<file path="config.mk">
export PLATFORM = sky130hd
export DESIGN_NAME = axi_ctrl_write_arbiter
export DESIGN_NICKNAME = d
export VERILOG_FILES = /design/src/rtl/axi_ctrl_write_arbiter_pkg.sv /design/src/rtl/axi_ctrl_write_arbiter_rr_arb2.sv /design/src/rtl/axi_ctrl_write_arbiter.sv
export VERILOG_INCLUDE_DIRS = /design/src /design/src/rtl
export SDC_FILE = /design/constraint.sdc
export NUM_CORES = 1
export LEC_CHECK = 0
export ABC_AREA = 1
export BUFFER_PORTS_ARGS = -buffer_cell sky130_fd_sc_hd__buf_2
export CORE_AREA = 4 4 148 150
export DETAILED_ROUTE_END_ITERATION = 10
export DIE_AREA = 0 0 152 154
export PLACE_DENSITY = 0.49
export SYNTH_ARGS = -nofsm -noshare
export SYNTH_HDL_FRONTEND = slang
export SYNTH_SLANG_ARGS = --single-unit
</file>
<file path="constraint.sdc">
create_clock -name clk -period 2 [get_ports clk]
set_input_delay 0.2 -clock clk [delete_from_list [all_inputs] [get_ports clk]]
set_output_delay 0.2 -clock clk [all_outputs]
set_load 0.02 [all_outputs]
</file>
<file path="src/rtl/axi_ctrl_defs.vh">
// Encodings shared by the control-register write arbiter.
`ifndef AXI_CTRL_DEFS_VH
`define AXI_CTRL_DEFS_VH

`define ST_IDLE 2'd0
`define ST_ADDR 2'd1
`define ST_DATA 2'd2
`define ST_RESP 2'd3

`define RESP_OKAY 2'b00
`define RESP_SLVERR 2'b10

`define SIZE_4B 3'b010

`endif

</file>
<file path="src/rtl/axi_ctrl_write_arbiter_pkg.sv">
// Types and helpers for the 2:1 AXI3 control-register write arbiter.
`include "axi_ctrl_defs.vh"

package axi_ctrl_write_arbiter_pkg;

  typedef enum logic [1:0] {
    IDLE = `ST_IDLE,
    ADDR = `ST_ADDR,
    DATA = `ST_DATA,
    RESP = `ST_RESP
  } state_t;

  function automatic logic last_beat(
    input logic [7:0] cnt
  );
    return cnt == 8'd0;
  endfunction

endpackage

</file>
<file path="src/rtl/axi_ctrl_write_arbiter_rr_arb2.sv">
// Two-way round-robin pick; the master not served last wins a tie.
module rr_arb2 (
  input  logic [1:0] req,
  input  logic       last_grant,
  output logic       grant,
  output logic       any_req
);

  always_comb begin
    any_req = |req;
    case (req)
      2'b11:   grant = ~last_grant;
      2'b10:   grant = 1'b1;
      default: grant = 1'b0;
    endcase
  end

endmodule

</file>
<file path="src/rtl/axi_ctrl_write_arbiter.sv">
// 2:1 AXI3 write arbiter, one transaction in flight, AW accept to B done.
module axi_ctrl_write_arbiter
  import axi_ctrl_write_arbiter_pkg::*;
#(
  parameter int ID_W   = 12,
  parameter int ADDR_W = 32,
  parameter int DATA_W = 32
) (
  input  logic              clk,
  input  logic              rst,

  input  logic              m0_awvalid,
  output logic              m0_awready,
  input  logic [ID_W-1:0]   m0_awid,
  input  logic [ADDR_W-1:0] m0_awaddr,
  input  logic [7:0]        m0_awlen,
  input  logic [2:0]        m0_awsize,
  input  logic [1:0]        m0_awburst,
  input  logic              m0_wvalid,
  output logic              m0_wready,
  input  logic [ID_W-1:0]   m0_wid,
  input  logic [DATA_W-1:0] m0_wdata,
  input  logic [DATA_W/8-1:0] m0_wstrb,
  input  logic              m0_wlast,
  output logic              m0_bvalid,
  input  logic              m0_bready,
  output logic [ID_W-1:0]   m0_bid,
  output logic [1:0]        m0_bresp,

  input  logic              m1_awvalid,
  output logic              m1_awready,
  input  logic [ID_W-1:0]   m1_awid,
  input  logic [ADDR_W-1:0] m1_awaddr,
  input  logic [7:0]        m1_awlen,
  input  logic [2:0]        m1_awsize,
  input  logic [1:0]        m1_awburst,
  input  logic              m1_wvalid,
  output logic              m1_wready,
  input  logic [ID_W-1:0]   m1_wid,
  input  logic [DATA_W-1:0] m1_wdata,
  input  logic [DATA_W/8-1:0] m1_wstrb,
  input  logic              m1_wlast,
  output logic              m1_bvalid,
  input  logic              m1_bready,
  output logic [ID_W-1:0]   m1_bid,
  output logic [1:0]        m1_bresp,

  output logic              s_awvalid,
  input  logic              s_awready,
  output logic [ID_W-1:0]   s_awid,
  output logic [ADDR_W-1:0] s_awaddr,
  output logic [7:0]        s_awlen,
  output logic [2:0]        s_awsize,
  output logic [1:0]        s_awburst,
  output logic              s_wvalid,
  input  logic              s_wready,
  output logic [ID_W-1:0]   s_wid,
  output logic [DATA_W-1:0] s_wdata,
  output logic [DATA_W/8-1:0] s_wstrb,
  output logic              s_wlast,
  input  logic              s_bvalid,
  output logic              s_bready,
  input  logic [ID_W-1:0]   s_bid,
  input  logic [1:0]        s_bresp,

  output logic              grant,
  output logic              busy,
  output logic              protocol_err
);

  state_t     state;
  state_t     state_nxt;
  logic       grant_q;
  logic       grant_nxt;
  logic       last_q;
  logic       last_nxt;
  logic [7:0] cnt;
  logic [7:0] cnt_nxt;
  logic       err_q;
  logic       err_nxt;
  logic       pick;
  logic       any_req;

  rr_arb2 u_rr (
    .req        ({m1_awvalid, m0_awvalid}),
    .last_grant (last_q),
    .grant      (pick),
    .any_req    (any_req)
  );

  always_ff @(posedge clk) begin
    if (rst) begin
      state   <= IDLE;
      grant_q <= 1'b0;
      last_q  <= 1'b1;
      cnt     <= 8'd0;
      err_q   <= 1'b0;
    end else begin
      state   <= state_nxt;
      grant_q <= grant_nxt;
      last_q  <= last_nxt;
      cnt     <= cnt_nxt;
      err_q   <= err_nxt;
    end
  end

  // Burst ends on the beat count; wlast only feeds the error flag.
  always_comb begin
    state_nxt = state;
    grant_nxt = grant_q;
    last_nxt  = last_q;
    cnt_nxt   = cnt;
    err_nxt   = err_q;
    unique case (state)
      IDLE: begin
        if (any_req) begin
          grant_nxt = pick;
          state_nxt = ADDR;
        end
      end
      ADDR: begin
        if (s_awvalid && s_awready) begin
          cnt_nxt   = s_awlen;
          state_nxt = DATA;
        end
      end
      DATA: begin
        if (s_wvalid && s_wready) begin
          if (s_wlast != last_beat(cnt))
            err_nxt = 1'b1;
          if (last_beat(cnt))
            state_nxt = RESP;
          else
            cnt_nxt = cnt - 8'd1;
        end
      end
      RESP: begin
        if (s_bvalid && s_bready) begin
          last_nxt  = grant_q;
          state_nxt = IDLE;
        end
      end
      default: state_nxt = IDLE;
    endcase
  end

  assign s_awid    = grant_q ? m1_awid    : m0_awid;
  assign s_awaddr  = grant_q ? m1_awaddr  : m0_awaddr;
  assign s_awlen   = grant_q ? m1_awlen   : m0_awlen;
  assign s_awsize  = grant_q ? m1_awsize  : m0_awsize;
  assign s_awburst = grant_q ? m1_awburst : m0_awburst;
  assign s_wid     = grant_q ? m1_wid     : m0_wid;
  assign s_wdata   = grant_q ? m1_wdata   : m0_wdata;
  assign s_wstrb   = grant_q ? m1_wstrb   : m0_wstrb;
  assign s_wlast   = grant_q ? m1_wlast   : m0_wlast;

  // Handshakes reach only the granted master and only in their own phase.
  always_comb begin
    s_awvalid  = 1'b0;
    s_wvalid   = 1'b0;
    s_bready   = 1'b0;
    m0_awready = 1'b0;
    m1_awready = 1'b0;
    m0_wready  = 1'b0;
    m1_wready  = 1'b0;
    m0_bvalid  = 1'b0;
    m1_bvalid  = 1'b0;
    m0_bid     = '0;
    m1_bid     = '0;
    m0_bresp   = 2'b00;
    m1_bresp   = 2'b00;
    unique case (state)
      ADDR: begin
        s_awvalid = grant_q ? m1_awvalid : m0_awvalid;
        if (grant_q) m1_awready = s_awready;
        else         m0_awready = s_awready;
      end
      DATA: begin
        s_wvalid = grant_q ? m1_wvalid : m0_wvalid;
        if (grant_q) m1_wready = s_wready;
        else         m0_wready = s_wready;
      end
      RESP: begin
        s_bready = grant_q ? m1_bready : m0_bready;
        if (grant_q) begin
          m1_bvalid = s_bvalid;
          m1_bid    = s_bid;
          m1_bresp  = s_bresp;
        end else begin
          m0_bvalid = s_bvalid;
          m0_bid    = s_bid;
          m0_bresp  = s_bresp;
        end
      end
      default: ;
    endcase
  end

  assign grant        = grant_q;
  assign busy         = (state != IDLE);
  assign protocol_err = err_q;

endmodule

</file>
==> results of run 1 <==
==> critical path: cells and delay by family, from the launching register on <==
family | cells | cell delay, ns
buffers and inverters | 3 | 0.80
and+or+nand+nor | 2 | 0.21
DFF | 1 | 0.37
==> how the worst max path moves through the flow <==
stage,startpoint,end,slack [ns]
after global routing,grant,s_wid[4],0.05
after detailed placement,state[0],cnt[4],0.35
after global placement,state[0],cnt[4],0.36
after CTS,state[0],m0_bid[8],0.14
final,grant,s_wdata[17],0.15
after floorplan,grant,m1_awready,0.24
==> state kept, by name (all words and copies together), names as in the netlist <==
signal        cells
cnt               8
state             2
grant             1
last_q            1
protocol_err      1
==> repair_timing <==
action / 4_1_cts / 5_1_grt
setup endpoints to repair: 0 / 15
endpoints found under the hold margin: 0 / 0
resized for setup: 0 / 1
setup buffers: 0 / 0
==> metrics by stage <==
step / cells / setup WS, ns / total power, mW
6_report: 1212 / 0.152 / 4.00
5_1_grt: 1211 / 0.0539 / 4.38
4_1_cts: 1211 / 0.138 / 4.03
3_5_place_dp: 1207 / 0.345 / 3.61
3_3_place_gp: 1207 / 0.365 / 3.61
2_1_floorplan: 570 / 0.243 / 2.48
==> layer usage <==
layer / vias to the layer above / share of wire, % / track usage (%)
li1: 2440 / - / -
met1: 2153 / 43 / 18.0
met2: 234 / 48 / 23.8
met3: 9 / 8.4 / 3.80
met4: 0 / 0.50 / 1.28
met5: - / 0 / 0
==> synth_stat cells (2+ instances only) <==
cell type  count
nand2_1      366
nor2_1        50
inv_1         37
nand3_1       17
buf_2         15
dfxtp_1       13
o21ai_0       11
a21oi_1       10
clkbuf_1       9
nand2_2        9
ha_1           7
nor3_1         4
buf_6          3
buf_1          2
nand3_2        2
nor2_2         2
==> cell type report <==
| type | count | area (um^2) | area share (%) |
|---|---|---|---|
| flip-flops and latches | 13 | 264 | 5.40 |
| repair buffers | 392 | 2010 | 41.2 |
| well taps | 275 | 344 | 7.04 |
| multi-input cells | 488 | 2040 | 41.7 |
| clock buffers | 3 | 75.1 | 1.54 |
| inverters | 39 | 149 | 3.05 |
| clock inverters | 1 | 5.00 | 0.102 |
| diodes | 1 | 2.50 | 0.0512 |
==> where the power goes <==
group | total (mW) | switching, mW | leakage (nW) | internal, mW
Clock | 0.385 | 0.118 | 0.0409 | 0.267
Combinational | 3.16 | 2.12 | 3.10 | 1.04
Sequential | 0.450 | 0.0967 | 0.107 | 0.353
==> cell families after synthesis <==
kind of cell | synth area share [%]
AND/OR/NAND/NOR | 69.0
flip-flops | 9.98
adder cells (fa/ha/maj) | 3.36
AO/OA/AOI/OAI | 5.66
buffers and inverters | 12.0
==> flow_summary.toml, run 1 <==
[setup_path]
crit_top_cell = "nand2_1"
r2r-start = "state[0]"
rrSetupSlack_ns = 0.32
arrival_ns = 1.65
worstRegToRegCells = 9
slowest_delay_ns = 0.37
cp_data_required_time_ns = 1.80
path_cells = "buf_12 -> buf_4 -> nand2_1 -> nand2_1 -> buf_2"
startpoint_type = "flip-flop"
critPathKind = "reg -> out"
end_kind = "primary output"
cp_max_fo = 55
r2r-end = "state[1]"
crit_slowest_cell = "dfxtp_4"

[logic_synthesis]
yosys_warnings = 0
synth_area_per_cell_um2 = 4.57
synth_area_leader_cell = "nand2_1"
synth_cells = 570
ys_types = 29
ys.flop_type = "dfxtp_1"
yosysTopAreaCellShare_pct = 52.7
yosysSeqAreaShare_pct = 9.98
ys_ff_latch = 13
synth-edff-count = 0
async_flop_share_pct = 0
synth_fp_nets = 814
syn_area_um2 = 2610
synth.area.top_cells = "nand2_1 53%, dfxtp_1 10%, nor2_1 7.2%, inv_1 5.3%, ha_1 3.4%"

[routing]
drcViolationCount = 0
firstDrtPassIters = 5
avgViaCountPerCell = 3.99
routedWlPerCell_um = 14.8
dr.first_iter.drc_count = 288
vias = 4836
drtAntennaViolNets = 0
drt-total-wl_um = 17900

[clock_network]
cts.clk_slew.worst_paths_ns = 0.05
worstSkewPairLatency_ns = 0.24
cts.sinks = 13
cts_root_buf = "clkbuf_16"
htreeDepth = 1
cts_hold_buffers = 0
cts_tree = "yes"
numCtsBuffers = 3
cts_buffer_depth = 2

[job]
drv_cap = 0

[grt]
grt_pass1_wl_um = 26400
grt_remaining_overflow = 0
grt_pass1_vias = 4584
antenna_found_initial = 0
grt_usage_pct = 13.9
grt_max_degree = 56

[finish]
final_net_count = 1181
area_growth_pct = 87.5
final_util_pct = 23.6
final_layout_size_suffix_gt1_share_pct = 44.6
final.fill_count = 2458
layout_commonest_cell = "buf_2"
design_area_um2 = 4890
final_cell_mix = "382 x buf_2, 365 x nand2_1, 50 x nor2_1"

[pwr]
irDropWorstVdd_v = 0.000393
p_leak_nw = 3.25
powerDensity_nw_per_um2 = 817

[hold_path]
min_delay_path_depth = 3
hold_path_class = "in -> reg"
min_from = "m1_awvalid"
hold_path_end = "grant"

[timing]
finClkSkew_ns = 0.00268
timing.fmax_mhz = 541
slew_viol_final = 0
fin_crit_sh_pct = 92.4
tns_ns = 0
hold_ws_ns = 0.250
relSlewSlack_pct = 77.7
setup_violations = 0
tightest_slew_ns = 0.334
finalHoldViolCount = 0
rsz0062_at_grt = "false"
period_needed_ns = 1.85

[run_status]
outcome = "complete, no violations"

[placed_design]
gp_congestion = 0.904
numPortBuffers = 382
placed_area_um2 = 4800
hpwl_um = 15400

[floorplanning]
core_area_um2 = 20700
die_x_um = 152
die_h_um = 154
row_count = 53
start_util_pct = 12.6
dieArea_um2 = 23400
pin_count = 383
(Power assumes the default switching activity.)
==> run 2, diff against run 1 <==
- CORE_AREA: 4 4 148 150 -> 2 2 151 153
- DIE_AREA: 0 0 152 154 -> 0 0 153 155
- PLACE_DENSITY: 0.49 -> 0.47
==> run 2 against run 1 <==
Net effect: critical path depth down 1; design area decreased by 0.20%; sequential share of layout area hardly changed; register-to-register slack about the same; first-iteration DRC count grew 29%; worst hold slack improved by 0.0027 ns; largest cell class unchanged.
==> flow_summary.toml, run 2 (same netlist as run 1, synthesis figures left out) <==
[clock_network]
cts_tree = "yes"
cts_hold_buffers = 0
numCtsBuffers = 3
cts.clk_slew.worst_paths_ns = 0.05
cts_root_buf = "clkbuf_16"
ctsResizeCount = 0
cts.sinks = 13
worstSkewPairLatency_ns = 0.24
cts_buffer_depth = 2
htreeDepth = 1
post-cts-setup-buffers = 0

[setup_path]
end_kind = "primary output"
crit_slowest_cell = "dfxtp_1"
path_buf_inv = 1
critPathKind = "reg -> out"
cp_data_required_time_ns = 1.80
cp_max_fo = 15
slowest_delay_ns = 0.37
critical_path.startpoint = "state[1]"
path_delay_family = "simple AND/OR/NAND/NOR gates"
startpoint_type = "flip-flop"
path_cells = "ha_1 -> nand2_1 -> nor2_1 -> buf_2"
arrival_ns = 1.61
r2r-start = "state[0]"

[floorplanning]
core_area_um2 = 22200
pin_count = 383
dieArea_um2 = 23700
die_x_um = 153
die_h_um = 155
row_count = 55
start_util_pct = 11.7

[placed_design]
hpwl_um = 14300
place_worst_setup_slack_ns = 0.310
gp_congestion = 0.810
numPortBuffers = 382

[run_status]
outcome = "complete, no violations"

[finish]
final_util_pct = 21.9
largest_reg_flops = 8
final_cell_mix = "382 x buf_2, 366 x nand2_1, 50 x nor2_1"
n_antenna_cell = 0
final.fill_count = 2634
largest-register = "cnt"
layout_commonest_cell = "buf_2"
final_net_count = 1177
largestRegisters = "cnt: 8 flops, state: 2 flops"
final_layout_size_suffix_gt1_share_pct = 44.2
area_growth_pct = 87.1

[timing]
rsz0062_at_grt = "false"
hold_ws_ns = 0.253
setup_slack_ns = 0.194
setup_violations = 0
tns_ns = 0
slew_viol_final = 0
finalHoldViolCount = 0
fin_crit_sh_pct = 90.3
tightest_slew_ns = 0.556
finClkSkew_ns = 0.00153
relSlewSlack_pct = 62.9
period_needed_ns = 1.81
timing.fmax_mhz = 554

[pwr]
total_power_mw = 3.95
powerDensity_nw_per_um2 = 811
irDropWorstVdd_v = 0.000511
p_leak_nw = 3.24

[grt]
antenna_found_initial = 0
grt_max_degree = 61
grt_pass1_wl_um = 24100
grt_pass1_vias = 4216
grt_remaining_overflow = 0
grt_usage_pct = 12.7

[hold_path]
hold_path_class = "in -> reg"
min_from = "m1_awvalid"

[routing]
drt-total-wl_um = 16800
firstDrtPassIters = 4
drcViolationCount = 0
routedWlPerCell_um = 13.8
dr.first_iter.drc_count = 372
drtAntennaViolNets = 0
vias = 4639
avgViaCountPerCell = 3.81

[job]
drv_cap = 0
## run 2: metrics by stage
| stage | instances | area [um^2] |
|---|---|---|
| floorplan | 570 | 2610 |
| global placement | 1213 | 4800 |
| detailed placement | 1213 | 4800 |
| CTS | 1217 | 4880 |
| global route | 1217 | 4880 |
| finish | 1217 | 4880 |
## run 2: area by class of cell
class / instances / area [um^2] / area share, %
clock buffer: 3 / 75.1 / 1.54
clock inverter: 1 / 5.00 / 0.103
inverter: 39 / 149 / 3.05
multi-input combinational: 488 / 2030 / 41.7
sequential: 13 / 264 / 5.41
tap: 285 / 357 / 7.31
timing repair buffer: 388 / 1990 / 40.9
## run 2: routing by layer
layer	vias up	global-route usage (%)	wire length [um]
met5	-	0	0
met4	0	1.94	204
met3	12	3.43	1490
met2	209	20.8	7600
met1	1991	17.2	7460
li1	2427	-	-
## run 2: final timing paths
path                                     end  slack, ns  cells after the start
worst max-delay path               m1_bid[1]       0.19                      4
worst min-delay path                   grant       0.25                      3
worst max register to register        cnt[1]       0.32                      8
worst min register to register  protocol_err       0.45                      2
## run 2: report_power, final
part           internal, mW  switching (mW)  leakage, nW  total, mW
Combinational          1.03            2.09         3.09       3.12
Sequential            0.353           0.104        0.107      0.457
Clock                 0.266           0.108       0.0409      0.374
## run 2: worst register-to-register path, cell delays in order (launching register included)
cell and delay, ns:
dfxtp_1 0.37, inv_1 0.10, ha_1 0.22, inv_1 0.23
a21oi_1 0.09, nor2_2 0.19, nand2_2 0.14, o21ai_0 0.18
nor2_1 0.05
